## src/rtl/calendar_counter.sv

```systemverilog
// calendar_counter
// ----------------
// Timekeeping core for the century clock. A prescaler divides clk down to
// one-second ticks, and each tick advances a seconds/minutes/hours/day/
// month/year cascade over a 00-99 century. While setup_en is high the count
// is frozen and the front panel can step any single field with setup_inc.
//
// Optional feature (compile-time macro):
//   CALENDAR_LEAP_YEAR_EN - when defined, February has 29 days in years whose
//                           two low bits are zero (year 00 counts as leap).
//                           When undefined, February always has 28 days.
//
// Parameters:
//   TICKS_PER_SEC - clk cycles per second (>= 2)
//   PRESCALE_W    - prescaler width, 2**PRESCALE_W >= TICKS_PER_SEC
//
// Ports:
//   clk          - system clock, rising-edge active
//   rst          - asynchronous reset, active low
//   setup_en     - pause timekeeping and enable field setup
//   setup_sel    - field to set: 0 sec, 1 min, 2 hour, 3 day, 4 month, 5 year
//   setup_inc    - increment request, acted on at its rising edge
//   sec, min     - 0..59
//   hour         - 0..23
//   day          - 1..days in current month
//   month        - 1..12
//   year         - 0..99
//   sec_tick     - one-cycle pulse alongside each timekeeping second step
//   century_wrap - one-cycle pulse when the year rolls from 99 to 0

module calendar_counter #(
    parameter int TICKS_PER_SEC = 50_000_000,
    parameter int PRESCALE_W    = 26
) (
    input  logic       clk,
    input  logic       rst,
    input  logic       setup_en,
    input  logic [2:0] setup_sel,
    input  logic       setup_inc,
    output logic [5:0] sec,
    output logic [5:0] min,
    output logic [4:0] hour,
    output logic [4:0] day,
    output logic [3:0] month,
    output logic [6:0] year,
    output logic       sec_tick,
    output logic       century_wrap
);

    localparam logic [PRESCALE_W-1:0] PRESCALE_MAX = PRESCALE_W'(TICKS_PER_SEC - 1);
    localparam logic [PRESCALE_W-1:0] PRESCALE_ONE = PRESCALE_W'(1);

    logic [PRESCALE_W-1:0] prescaler;
    logic [PRESCALE_W-1:0] prescaler_next;
    logic                  setup_inc_q;

    logic [5:0] sec_next;
    logic [5:0] min_next;
    logic [4:0] hour_next;
    logic [4:0] day_next;
    logic [3:0] month_next;
    logic [6:0] year_next;

    logic [4:0] dim;
    logic       tick;
    logic       inc_edge;
    logic       wr_sec, wr_min, wr_hour, wr_day, wr_month, wr_year;
    logic       t_min, t_hour, t_day, t_month, t_year, t_wrap;

    // Length of the current month. February depends on the leap option.
    always_comb begin
        dim = 5'd31;
        case (month)
            4'd4, 4'd6, 4'd9, 4'd11: dim = 5'd30;
            4'd2: begin
`ifdef CALENDAR_LEAP_YEAR_EN
                dim = (year[1:0] == 2'b00) ? 5'd29 : 5'd28;
`else
                dim = 5'd28;
`endif
            end
            default: dim = 5'd31;
        endcase
    end

    // Tick detection, setup write decoding and the carry chain. A tick can
    // only happen with setup_en low and a setup write only with it high,
    // so the two never compete for a field on the same edge.
    always_comb begin
        tick     = !setup_en && (prescaler == PRESCALE_MAX);
        inc_edge = setup_inc && !setup_inc_q;

        wr_sec   = setup_en && inc_edge && (setup_sel == 3'd0);
        wr_min   = setup_en && inc_edge && (setup_sel == 3'd1);
        wr_hour  = setup_en && inc_edge && (setup_sel == 3'd2);
        wr_day   = setup_en && inc_edge && (setup_sel == 3'd3);
        wr_month = setup_en && inc_edge && (setup_sel == 3'd4);
        wr_year  = setup_en && inc_edge && (setup_sel == 3'd5);

        t_min   = tick && (sec == 6'd59);
        t_hour  = t_min && (min == 6'd59);
        t_day   = t_hour && (hour == 5'd23);
        t_month = t_day && (day >= dim);
        t_year  = t_month && (month == 4'd12);
        t_wrap  = t_year && (year == 7'd99);
    end

    // Next-state values for every field. The same wrap arithmetic serves
    // both the tick cascade and a setup increment; setup just never carries.
    // A day left beyond the month length by a month/year change is pulled
    // back to the last valid day on the following edge.
    always_comb begin
        prescaler_next = prescaler;
        sec_next       = sec;
        min_next       = min;
        hour_next      = hour;
        day_next       = day;
        month_next     = month;
        year_next      = year;

        if (setup_en) begin
            if (wr_sec) begin
                prescaler_next = '0;
            end
        end else if (prescaler == PRESCALE_MAX) begin
            prescaler_next = '0;
        end else begin
            prescaler_next = prescaler + PRESCALE_ONE;
        end

        if (tick || wr_sec) begin
            sec_next = (sec >= 6'd59) ? 6'd0 : sec + 6'd1;
        end
        if (t_min || wr_min) begin
            min_next = (min >= 6'd59) ? 6'd0 : min + 6'd1;
        end
        if (t_hour || wr_hour) begin
            hour_next = (hour >= 5'd23) ? 5'd0 : hour + 5'd1;
        end
        if (t_day || wr_day) begin
            day_next = (day >= dim) ? 5'd1 : day + 5'd1;
        end else if (day > dim) begin
            day_next = dim;
        end
        if (t_month || wr_month) begin
            month_next = (month >= 4'd12) ? 4'd1 : month + 4'd1;
        end
        if (t_year || wr_year) begin
            year_next = (year >= 7'd99) ? 7'd0 : year + 7'd1;
        end
    end

    // State register. The setup_inc history is updated every cycle so that
    // an ignored press still counts as "seen" and cannot fire later.
    always_ff @(posedge clk or negedge rst) begin
        if (!rst) begin
            prescaler    <= '0;
            setup_inc_q  <= 1'b0;
            sec          <= 6'd0;
            min          <= 6'd0;
            hour         <= 5'd0;
            day          <= 5'd1;
            month        <= 4'd1;
            year         <= 7'd0;
            sec_tick     <= 1'b0;
            century_wrap <= 1'b0;
        end else begin
            prescaler    <= prescaler_next;
            setup_inc_q  <= setup_inc;
            sec          <= sec_next;
            min          <= min_next;
            hour         <= hour_next;
            day          <= day_next;
            month        <= month_next;
            year         <= year_next;
            sec_tick     <= tick;
            century_wrap <= t_wrap;
        end
    end

endmodule

```

## config.mk

```make
export PLATFORM = sky130hd
export DESIGN_NAME = calendar_counter
export DESIGN_NICKNAME = d
export VERILOG_FILES = /design/src/rtl/calendar_counter.sv
export SDC_FILE = /design/constraint.sdc
export NUM_CORES = 1
export LEC_CHECK = 0
export ABC_AREA = 1
export BUFFER_PORTS_ARGS = -buffer_cell sky130_fd_sc_hd__buf_2
export CELL_PAD_IN_SITES_DETAIL_PLACEMENT = 1
export CELL_PAD_IN_SITES_GLOBAL_PLACEMENT = 1
export CORE_MARGIN = 1.5
export CORE_UTILIZATION = 35
export DETAILED_ROUTE_END_ITERATION = 16
export GPL_TIMING_DRIVEN = 0
export PLACE_DENSITY_LB_ADDON = 0.1
export SLEW_MARGIN = 20
export SYNTH_ARGS = -nofsm -noshare
export SYNTH_HDL_FRONTEND = slang
export SYNTH_SLANG_ARGS = --single-unit
```

## constraint.sdc

```tcl
create_clock -name clk -period 4.68 [get_ports clk]
set_input_delay 0.468 -clock clk [delete_from_list [all_inputs] [get_ports clk]]
set_output_delay 0.468 -clock clk [all_outputs]
set_load 0.05 [all_outputs]
```

==> flow_summary.ini <==
[run_status]
status = finished clean

[finish]
drive_gt1_frac = 0.150
final_cell_count_no_fill = 735
antenna_cells = 0
fin_nets = 609
synthToLayoutAreaGrowth_pct = 14.7

[routing]
ant_nets = 0
drtIter0Drc = 146
vias = 3836
routedWlPerCell_um = 15.4
routed_wl_um = 11300
drt-pass1-iter-count = 4
vias_per_cell = 5.22
drc = 0

[timing]
fin_tns_setup_ps = 0
worst_slew_pin_slew_ps = 648
fin_ws_ps = 2040
skew_ps = 13.3
maxSlewHeadroom = 0.564
period_minus_slack_ps = 2640
hold_violations = 0
post-route-period-util = 0.564
setup_violations = 0
rsz0062_at_grt = no
final-max-slew-violation-count = 0
fmax_mhz = 379

[cts]
clockBufferDepth = 2
cts.clk_slew.worst_paths_ps = 80
numCtsBuffers = 9
clock-root-buffer = clkbuf_8
cts_setup_buffers = 0
cts_sinks = 62
clock_latency_ps = 350
hold_buffers = 0
htree_num_levels = 3
cts_tree = built
cts_resized = 0

[min_path]
hold_class = input port to asynchronous set/reset pin

[yosys]
synthArstFlopShare = 1.00
synth-seq-area-share = 0.396
synth-simple-area-share = 0.356
yosysTopAreaCellShare = 0.383
synthFlopType = dfrtp_1
synth_compound_area_frac = 0.107
syn_area_um2 = 3920
synthTopCellsByCount = nand2_1, inv_1, dfrtp_1, nand3_1, nor2_1
syn_area_per_cell_um2 = 7.29
synthAdderAreaFrac = 0.0383
ys_warn_count = 0
synth_top_family_by_area = simple AND/OR/NAND/NOR gates
synth_xor_xnor_area_share = 0.0223
syn_nets = 557
synthMuxAreaShare = 0.00287
synth.most_common_cell = nand2_1
ys_top_cells_by_area = dfrtp_1, nand2_1, nand3_1
ys_ff_latch = 62
netlist-cell-type-count = 41
synth_edf_count = 0
syn_inst = 538
yosysTopAreaCell = dfrtp_1

[placement]
dpl.cell_count = 719
gp_congestion = 0.854
port_buffers = 40
place_ws_ps = 2060
hpwl_um = 8740

[floorplan]
dieArea_um2 = 11800
rows = 38
dieHeight_um = 109
start_util = 0.360
die_w_um = 109
pin_count = 42
core_um2 = 10900

[grt]
antenna_found_initial = 0
grt_usage = 0.209
grt_pass1_wl_um = 19300
grt_pass1_vias = 3924
grt_max_degree = 34
grt-ovfl-total = 0

[setup_path]
crit_arrival_ps = 2920
startpoint_type = flop
cp.required_ps = 4960
criticalPathCategory = flop to flop
reg2reg_depth = 13
crit_path_end_kind = flop
cp_max_fo = 8

[pwr]
ir_drop_mv = 0.234
power_mw = 1.96
p_leak_nw = 2.18
power_density_nw_per_um2 = 436

[job]
maxCapViolCount = 0
[worst max-delay path, cell delays in order (launching register included)]
cell and delay (ps):
dfstp_2 580, inv_1 90, ha_1 210, nand3_1 100, inv_1 70, ha_1 300
inv_1 40, o21ai_0 230, nand2_1 80, o21ai_1 300, nand4_4 260, nand2_4 170
nand2_1 80, nand2_1 60
[layout make-up]
type | instances | area [um^2]
buffer | 5 | 27.5
clock buffer | 13 | 159
clock inverter | 3 | 18.8
fill | 1430 | 6390
inverter | 73 | 274
multi-input combinational | 398 | 2060
sequential | 62 | 1550
tap | 140 | 175
timing repair buffer | 41 | 223
[sequential cells by signal, summed over array words and instances (netlist names)]
name / cells
prescaler: 26
year: 7
min: 6
sec: 6
day: 5
hour: 5
month: 4
century_wrap: 1
sec_tick: 1
setup_inc_q: 1
[final timing paths]
check | start | endpoint | slack [ps]
worst max-delay path | month[0] | year[5] | 2040
worst min-delay path | rst | prescaler[13] | 50
worst max register to register | month[0] | year[5] | 2040
worst min register to register | month[0] | month[0] | 500
max in group asynchronous | rst | prescaler[25] | 4100
min in group clk | setup_inc | setup_inc_q | 260
[per-stage QoR]
step           hold slack, ps   util  area, um^2
5_1_grt                  62.0  0.413        4500
2_1_floorplan             172      -        3920
3_3_place_gp              494  0.395        4300
3_5_place_dp              438  0.397        4320
4_1_cts                  56.2  0.413        4500
6_report                 52.6  0.413        4500
[report_power, final]
part           internal (mW)  switching (mW)  total (mW)
clock                  0.221           0.226       0.447
combinational          0.206           0.517       0.723
sequential             0.645           0.145       0.790
total                   1.07           0.888        1.96
[routing by layer]
layer  GRT usage  vias up  part of all wire
li1            -     1886                 -
met1       0.275     1900              0.48
met2       0.358       40              0.48
met3      0.0383       10             0.027
met4      0.0423        0            0.0079
met5           0        -                 0
[cell usage in the layout, fill, tap and decap left out, drive strengths merged, types with 2 or more instances in the layout]
cell type  instances
a21oi             20
a32o               2
buf               45
clkbuf            14
clkinv             5
dfrtp             60
dfstp              2
ha                12
inv               71
nand2            131
nand3             61
nand4             17
nor2              59
nor3              16
nor3b              3
nor4               5
o211ai             2
o21ai             43
o22ai              5
or2                5
xnor2              2
xor2               8
[cell families after synthesis]
kind of cell,Yosys count
AOI/OAI and AO/OA,77
DFF,62
adders and majority gates,12
and+or+nand+nor,298
xor gates and xnor gates,10
buffers and inverters,78
muxes,1
Note: power is estimated with default switching activity, not from simulation.
